[config.mk]
export PLATFORM = sky130hd
export DESIGN_NAME = adam_aes_key_expander
export DESIGN_NICKNAME = d
export VERILOG_FILES = /design/src/rtl/adam_aes_pkg.sv /design/src/rtl/adam_aes_sbox.sv /design/src/rtl/adam_aes_key_expander.sv
export SDC_FILE = /design/constraint.sdc
export NUM_CORES = 2
export LEC_CHECK = 0
export BUFFER_PORTS_ARGS = -buffer_cell sky130_fd_sc_hd__buf_2
export CORE_AREA = 2 2 597 599
export CTS_CLUSTER_SIZE = 14
export DETAILED_ROUTE_END_ITERATION = 12
export DIE_AREA = 0 0 599 601
export PLACE_DENSITY = 0.45
export SYNTH_ARGS = -nofsm -noshare
export SYNTH_HDL_FRONTEND = slang
export SYNTH_HIERARCHICAL = 1
export SYNTH_SLANG_ARGS = --single-unit
[constraint.sdc]
create_clock -name clk -period 10.39 [get_ports clk]
set_clock_uncertainty 0.2 [all_clocks]
set_input_delay 2.078 -clock clk [delete_from_list [all_inputs] [get_ports clk]]
set_output_delay 2.078 -clock clk [all_outputs]
set_load 0.01 [all_outputs]
[src/rtl/adam_aes_pkg.sv]
// adam_aes_pkg: shared AES constants, S-box table, xtime and FSM state type
package adam_aes_pkg;
  localparam logic [7:0] RCON_INIT = 8'h01;
  localparam int AES128_ROUNDS = 10;
  typedef enum logic {IDLE, EXPAND} state_t;
  localparam logic [7:0] SBOX [0:255] = '{
    8'h63, 8'h7c, 8'h77, 8'h7b, 8'hf2, 8'h6b, 8'h6f, 8'hc5, 8'h30, 8'h01, 8'h67, 8'h2b, 8'hfe, 8'hd7, 8'hab, 8'h76,
    8'hca, 8'h82, 8'hc9, 8'h7d, 8'hfa, 8'h59, 8'h47, 8'hf0, 8'had, 8'hd4, 8'ha2, 8'haf, 8'h9c, 8'ha4, 8'h72, 8'hc0,
    8'hb7, 8'hfd, 8'h93, 8'h26, 8'h36, 8'h3f, 8'hf7, 8'hcc, 8'h34, 8'ha5, 8'he5, 8'hf1, 8'h71, 8'hd8, 8'h31, 8'h15,
    8'h04, 8'hc7, 8'h23, 8'hc3, 8'h18, 8'h96, 8'h05, 8'h9a, 8'h07, 8'h12, 8'h80, 8'he2, 8'heb, 8'h27, 8'hb2, 8'h75,
    8'h09, 8'h83, 8'h2c, 8'h1a, 8'h1b, 8'h6e, 8'h5a, 8'ha0, 8'h52, 8'h3b, 8'hd6, 8'hb3, 8'h29, 8'he3, 8'h2f, 8'h84,
    8'h53, 8'hd1, 8'h00, 8'hed, 8'h20, 8'hfc, 8'hb1, 8'h5b, 8'h6a, 8'hcb, 8'hbe, 8'h39, 8'h4a, 8'h4c, 8'h58, 8'hcf,
    8'hd0, 8'hef, 8'haa, 8'hfb, 8'h43, 8'h4d, 8'h33, 8'h85, 8'h45, 8'hf9, 8'h02, 8'h7f, 8'h50, 8'h3c, 8'h9f, 8'ha8,
    8'h51, 8'ha3, 8'h40, 8'h8f, 8'h92, 8'h9d, 8'h38, 8'hf5, 8'hbc, 8'hb6, 8'hda, 8'h21, 8'h10, 8'hff, 8'hf3, 8'hd2,
    8'hcd, 8'h0c, 8'h13, 8'hec, 8'h5f, 8'h97, 8'h44, 8'h17, 8'hc4, 8'ha7, 8'h7e, 8'h3d, 8'h64, 8'h5d, 8'h19, 8'h73,
    8'h60, 8'h81, 8'h4f, 8'hdc, 8'h22, 8'h2a, 8'h90, 8'h88, 8'h46, 8'hee, 8'hb8, 8'h14, 8'hde, 8'h5e, 8'h0b, 8'hdb,
    8'he0, 8'h32, 8'h3a, 8'h0a, 8'h49, 8'h06, 8'h24, 8'h5c, 8'hc2, 8'hd3, 8'hac, 8'h62, 8'h91, 8'h95, 8'he4, 8'h79,
    8'he7, 8'hc8, 8'h37, 8'h6d, 8'h8d, 8'hd5, 8'h4e, 8'ha9, 8'h6c, 8'h56, 8'hf4, 8'hea, 8'h65, 8'h7a, 8'hae, 8'h08,
    8'hba, 8'h78, 8'h25, 8'h2e, 8'h1c, 8'ha6, 8'hb4, 8'hc6, 8'he8, 8'hdd, 8'h74, 8'h1f, 8'h4b, 8'hbd, 8'h8b, 8'h8a,
    8'h70, 8'h3e, 8'hb5, 8'h66, 8'h48, 8'h03, 8'hf6, 8'h0e, 8'h61, 8'h35, 8'h57, 8'hb9, 8'h86, 8'hc1, 8'h1d, 8'h9e,
    8'he1, 8'hf8, 8'h98, 8'h11, 8'h69, 8'hd9, 8'h8e, 8'h94, 8'h9b, 8'h1e, 8'h87, 8'he9, 8'hce, 8'h55, 8'h28, 8'hdf,
    8'h8c, 8'ha1, 8'h89, 8'h0d, 8'hbf, 8'he6, 8'h42, 8'h68, 8'h41, 8'h99, 8'h2d, 8'h0f, 8'hb0, 8'h54, 8'hbb, 8'h16
  };
  function automatic logic [7:0] xtime(input logic [7:0] r);
    return {r[6:0], 1'b0} ^ (r[7] ? 8'h1b : 8'h00);
  endfunction
endpackage

[src/rtl/adam_aes_sbox.sv]
// adam_aes_sbox: combinational AES S-box byte substitution
module adam_aes_sbox
  import adam_aes_pkg::*;
(
  input  logic [7:0] a,
  output logic [7:0] y
);
  assign y = SBOX[a];
endmodule

[src/rtl/adam_aes_key_expander.sv]
// adam_aes_key_expander: AES-128 key schedule, one round key per cycle into an 11-entry register array
module adam_aes_key_expander
  import adam_aes_pkg::*;
#(
  parameter int NUM_ROUNDS = AES128_ROUNDS
) (
  input  logic         clk,
  input  logic         reset_n,
  input  logic         init,
  input  logic         keylen,
  input  logic [127:0] key,
  output logic         ready,
  output logic         keys_valid,
  output logic         key_error,
  output logic [127:0] round_keys [0:10]
);
  state_t state, next_state;
  logic [7:0] rcon;
  logic [3:0] round_ctr, prev_idx;
  logic [127:0] prev, next_key;
  logic [31:0] rot, sub, t, n0, n1, n2, n3;
  logic accept, reject, last;
  assign accept = state == IDLE && init && !keylen;
  assign reject = state == IDLE && init && keylen;
  assign last = state == EXPAND && round_ctr == NUM_ROUNDS[3:0];
  assign prev_idx = round_ctr == 4'd0 ? 4'd0 : round_ctr - 4'd1;
  assign prev = round_keys[prev_idx];
  assign rot = {prev[23:0], prev[31:24]};
  genvar g;
  for (g = 0; g < 4; g++) begin : g_sub
    adam_aes_sbox u_sbox (.a(rot[8*g +: 8]), .y(sub[8*g +: 8]));
  end
  assign t = sub ^ {rcon, 24'h0};
  assign n0 = prev[127:96] ^ t;
  assign n1 = prev[95:64] ^ n0;
  assign n2 = prev[63:32] ^ n1;
  assign n3 = prev[31:0] ^ n2;
  assign next_key = {n0, n1, n2, n3};
  always_comb begin
    next_state = state;
    if (accept) next_state = EXPAND;
    if (last) next_state = IDLE;
  end
  always_ff @(posedge clk or negedge reset_n) begin
    if (!reset_n) begin
      state <= IDLE;
      ready <= 1'b1;
      keys_valid <= 1'b0;
      key_error <= 1'b0;
      rcon <= 8'h00;
      round_ctr <= 4'd0;
    end else begin
      state <= next_state;
      ready <= next_state == IDLE;
      key_error <= reject;
      keys_valid <= accept ? 1'b0 : last ? 1'b1 : keys_valid;
      rcon <= accept ? RCON_INIT : state == EXPAND ? xtime(rcon) : rcon;
      round_ctr <= accept ? 4'd1 : state == EXPAND ? round_ctr + 4'd1 : round_ctr;
    end
  end
  // entry 0 takes the cipher key on load; entry i takes the next key while round_ctr == i
  always_ff @(posedge clk or negedge reset_n) begin
    if (!reset_n) begin
      for (int i = 0; i <= 10; i++) round_keys[i] <= '0;
    end else begin
      if (accept) round_keys[0] <= key;
      for (int i = 1; i <= 10; i++)
        if (state == EXPAND && round_ctr == i[3:0]) round_keys[i] <= next_key;
    end
  end
endmodule

==> flow_summary.yaml <==
synth:
  synth_nets: 9374
  synthTopCellsByArea: "dfrtp_1 45%, nand2_1 10%, o21ai_0 9.7%"
  yosys-mux-area-fraction: 0.02526
  synth_top_family_by_area: "compound AO/OA/AOI/OAI gates"
  synthAdderAreaFrac: 0.01020
  synth_simple_gate_area_frac: 0.1663
  yosys.area.top_type_share: 0.4535
  synth_most_common_cell: "nand2_1"
  synth_flop_cell: "dfrtp_1"
  yosys.area.top_type: "dfrtp_1"
  synth-compound-area-share: 0.2608
  synthXorXnorAreaFrac: 0.02226
  yosysWarnings: 6
  yosysUniqueCellTypes: 105
  synth_edf_count: 0
  synth_cells: 9178
  ys_seq_area_frac: 0.4539
  ys_ff_latch: 1424
  postSynthAreaPerCell_um2: 8.555
  async_flop_share: 1.000
  synth_area_mm2: 0.07852
  synth_common_cells: "2100 x nand2_1, 1522 x o21ai_0, 1423 x dfrtp_1"
finish:
  layout.nets: 10510
  area_growth_pct: 24.34
  drive_above_1_share: 0.2338
floorplanning:
  start_util: 0.2218
  dieHeight_um: 601
  fp.coreArea_mm2: 0.3540
  num_io_pins: 1543
  num_rows: 219
  dieArea_mm2: 0.3600
  die_w_um: 599
hold_path:
  hold_class: "flip-flop to flip-flop"
grt:
  grt_start_max_net_pins: 157
  grt_pass1_vias: 77290
  grt_pass1_wl_mm: 764.4
  overflow: 0
  antenna_found_initial: 42
  grt_use_total: 0.3106
detailed_routing:
  via_per_inst: 5.451
  finalWirelength_mm: 578.9
  route.detailed.drc: 0
  vias: 82940
  drtPass1Iterations: 7
  drtIter0Drc: 10530
  wl_per_cell_um: 38.04
  antenna_left: 0
clock_network:
  holdBufCountCts: 0
  root_buffer: "clkbuf_16"
  insertion_delay_ns: 0.92
  cts_setup_buffers: 0
  h-tree-depth: 4
  cts_made_buffers: 180
  clk_pin_slew_ns: 0.06
  cts_sinks: 1424
  cts.repair.resized: 0
  cts_tree: "built"
  clk_path_buf_depth: 4
timing:
  hold_viol: 0
  finalSetupViolCount: 0
  final.setup.tns_ns: 0
  clock.fmax_mhz: 104.4
  fin_crit_sh: 0.9220
  rsz0062_at_grt: "false"
  drv_slew: 78
  slew-limit-headroom: -0.1160
  finalCriticalPeriod_ns: 9.580
  tightest_slew_ns: 1.674
flow_run:
  drv_cap: 0
critical_path:
  cp-start-kind: "flip-flop"
  crit_arrival_ns: 10.06
  critPathKind: "flip-flop to flip-flop"
  cp_top_family: "simple AND/OR/NAND/NOR gates"
  worst-path-max-fanout: 47
  slowest_delay_ns: 1.00
  crit_buf_inv: 6
  cp.required_ns: 10.87
  cp_slowest_cell: "xor2_1"
  cp_common_cell: "buf_4"
  endpoint_kind: "flip-flop"
outcome:
  status: "finished with violations"
  violations: "slew limit"
placed_design:
  port-buffer-count: 1542
  gp_congestion: 0.9987
  dp_hpwl_mm: 433.2
## state kept, by name, indices dropped and copies added, names as in the netlist
register / cells
rcon: 8
round_ctr: 4
ready: 1
key_error: 1
state: 1
round_keys: 1408
keys_valid: 1
## layout make-up
class	instances	area (µm²)
antenna	14	35.03
clock buffer	261	5291
clock inverter	62	715.7
fill	38770	256400
inverter	92	352.8
multi-input combinational	6746	39020
sequential	1424	35650
tap	4751	5944
timing repair buffer	1865	10620
## worst reg2reg max path: stages, from the launching register on
cell       delay (ns)
dfrtp_4          0.63
ha_1             0.41
buf_4            0.27
nor3_2           0.41
buf_12           0.30
buf_4            0.62
o21ai_0          0.21
o22ai_1          0.19
o21ai_0          0.17
o211ai_1         0.16
buf_4            0.37
inv_1            0.25
ha_1             0.44
buf_4            0.28
nand2b_1         0.54
a21oi_1          0.20
o31ai_1          0.12
nand3_1          0.11
a31oi_1          0.22
a22o_1           0.34
or3_1            0.17
a2bb2oi_1        0.13
and4bb_2         0.79
xor2_2           0.63
xor2_1           1.01
o21ai_0          0.24
## cells by family after synthesis
logic type / Yosys count
compound gates: 3304
xor+xnor: 154
fa+ha+maj: 64
buf+inv: 1008
flops: 1424
mux: 175
simple gates: 3049
## per-stage QoR
step	std cells	setup WS (ns)	utilization	instance area, µm²	hold slack (ns)
floorplan	9178	2.252	-	78520	0.2942
global placement	14880	0.9568	0.2586	91540	0.2598
detailed placement	14880	0.9181	0.2586	91560	0.2667
CTS	15200	0.8817	0.2756	97570	0.2806
global route	15200	0.3590	0.2757	97600	0.2922
finish	15220	0.8104	0.2758	97630	0.2729
## layer usage
layer  global-route usage  share of wire  vias to the layer above
met1               0.3886           0.40                    42220
met2               0.4795           0.44                     4548
met5                    0       0.000062                        -
met4               0.1808          0.072                        6
met3              0.08233          0.088                     1015
li1                     -              -                    35150
## worst paths after layout
path / start / endpoint / slack [ns] / cells past startpoint
setup / recovery: round_ctr[0] / round_keys[648] / 0.81 / 25
setup reg to reg: round_ctr[0] / round_keys[648] / 0.81 / 25
min in group asynchronous: reset_n / round_keys[1330] / 0.94 / 1
hold / removal: keys_valid / keys_valid / 0.27 / 2
hold reg to reg: keys_valid / keys_valid / 0.27 / 2
max in group asynchronous: reset_n / round_keys[1158] / 6.81 / 3
## cell usage in the layout, fill, tap and decap left out, types with 35 or more instances in the layout
cell,netlist,layout
nand2_1,2100,2095
buf_2,226,1541
o21ai_0,1522,1517
dfrtp_1,1423,1419
a21oi_1,394,394
buf_4,86,286
nor2_1,254,247
nand3_1,190,183
clkbuf_16,0,182
o21ai_1,161,163
mux2i_1,124,123
a211oi_1,114,112
o22ai_1,111,110
nor3_1,112,110
o211ai_1,107,107
a31oi_1,99,99
nor2b_1,86,86
a221oi_1,85,84
inv_1,82,82
nand2b_1,81,81
a222oi_1,63,63
ha_1,64,63
a22o_1,57,57
a311oi_1,58,56
xor2_2,24,54
clkbuf_8,0,44
a22oi_1,39,39
o221ai_1,38,37
buf_12,0,36
o31ai_1,35,35
clkbuf_1,514,35
Power is not shown: default switching activity piles up to over one toggle a cycle in this logic, so the estimate is an artifact.
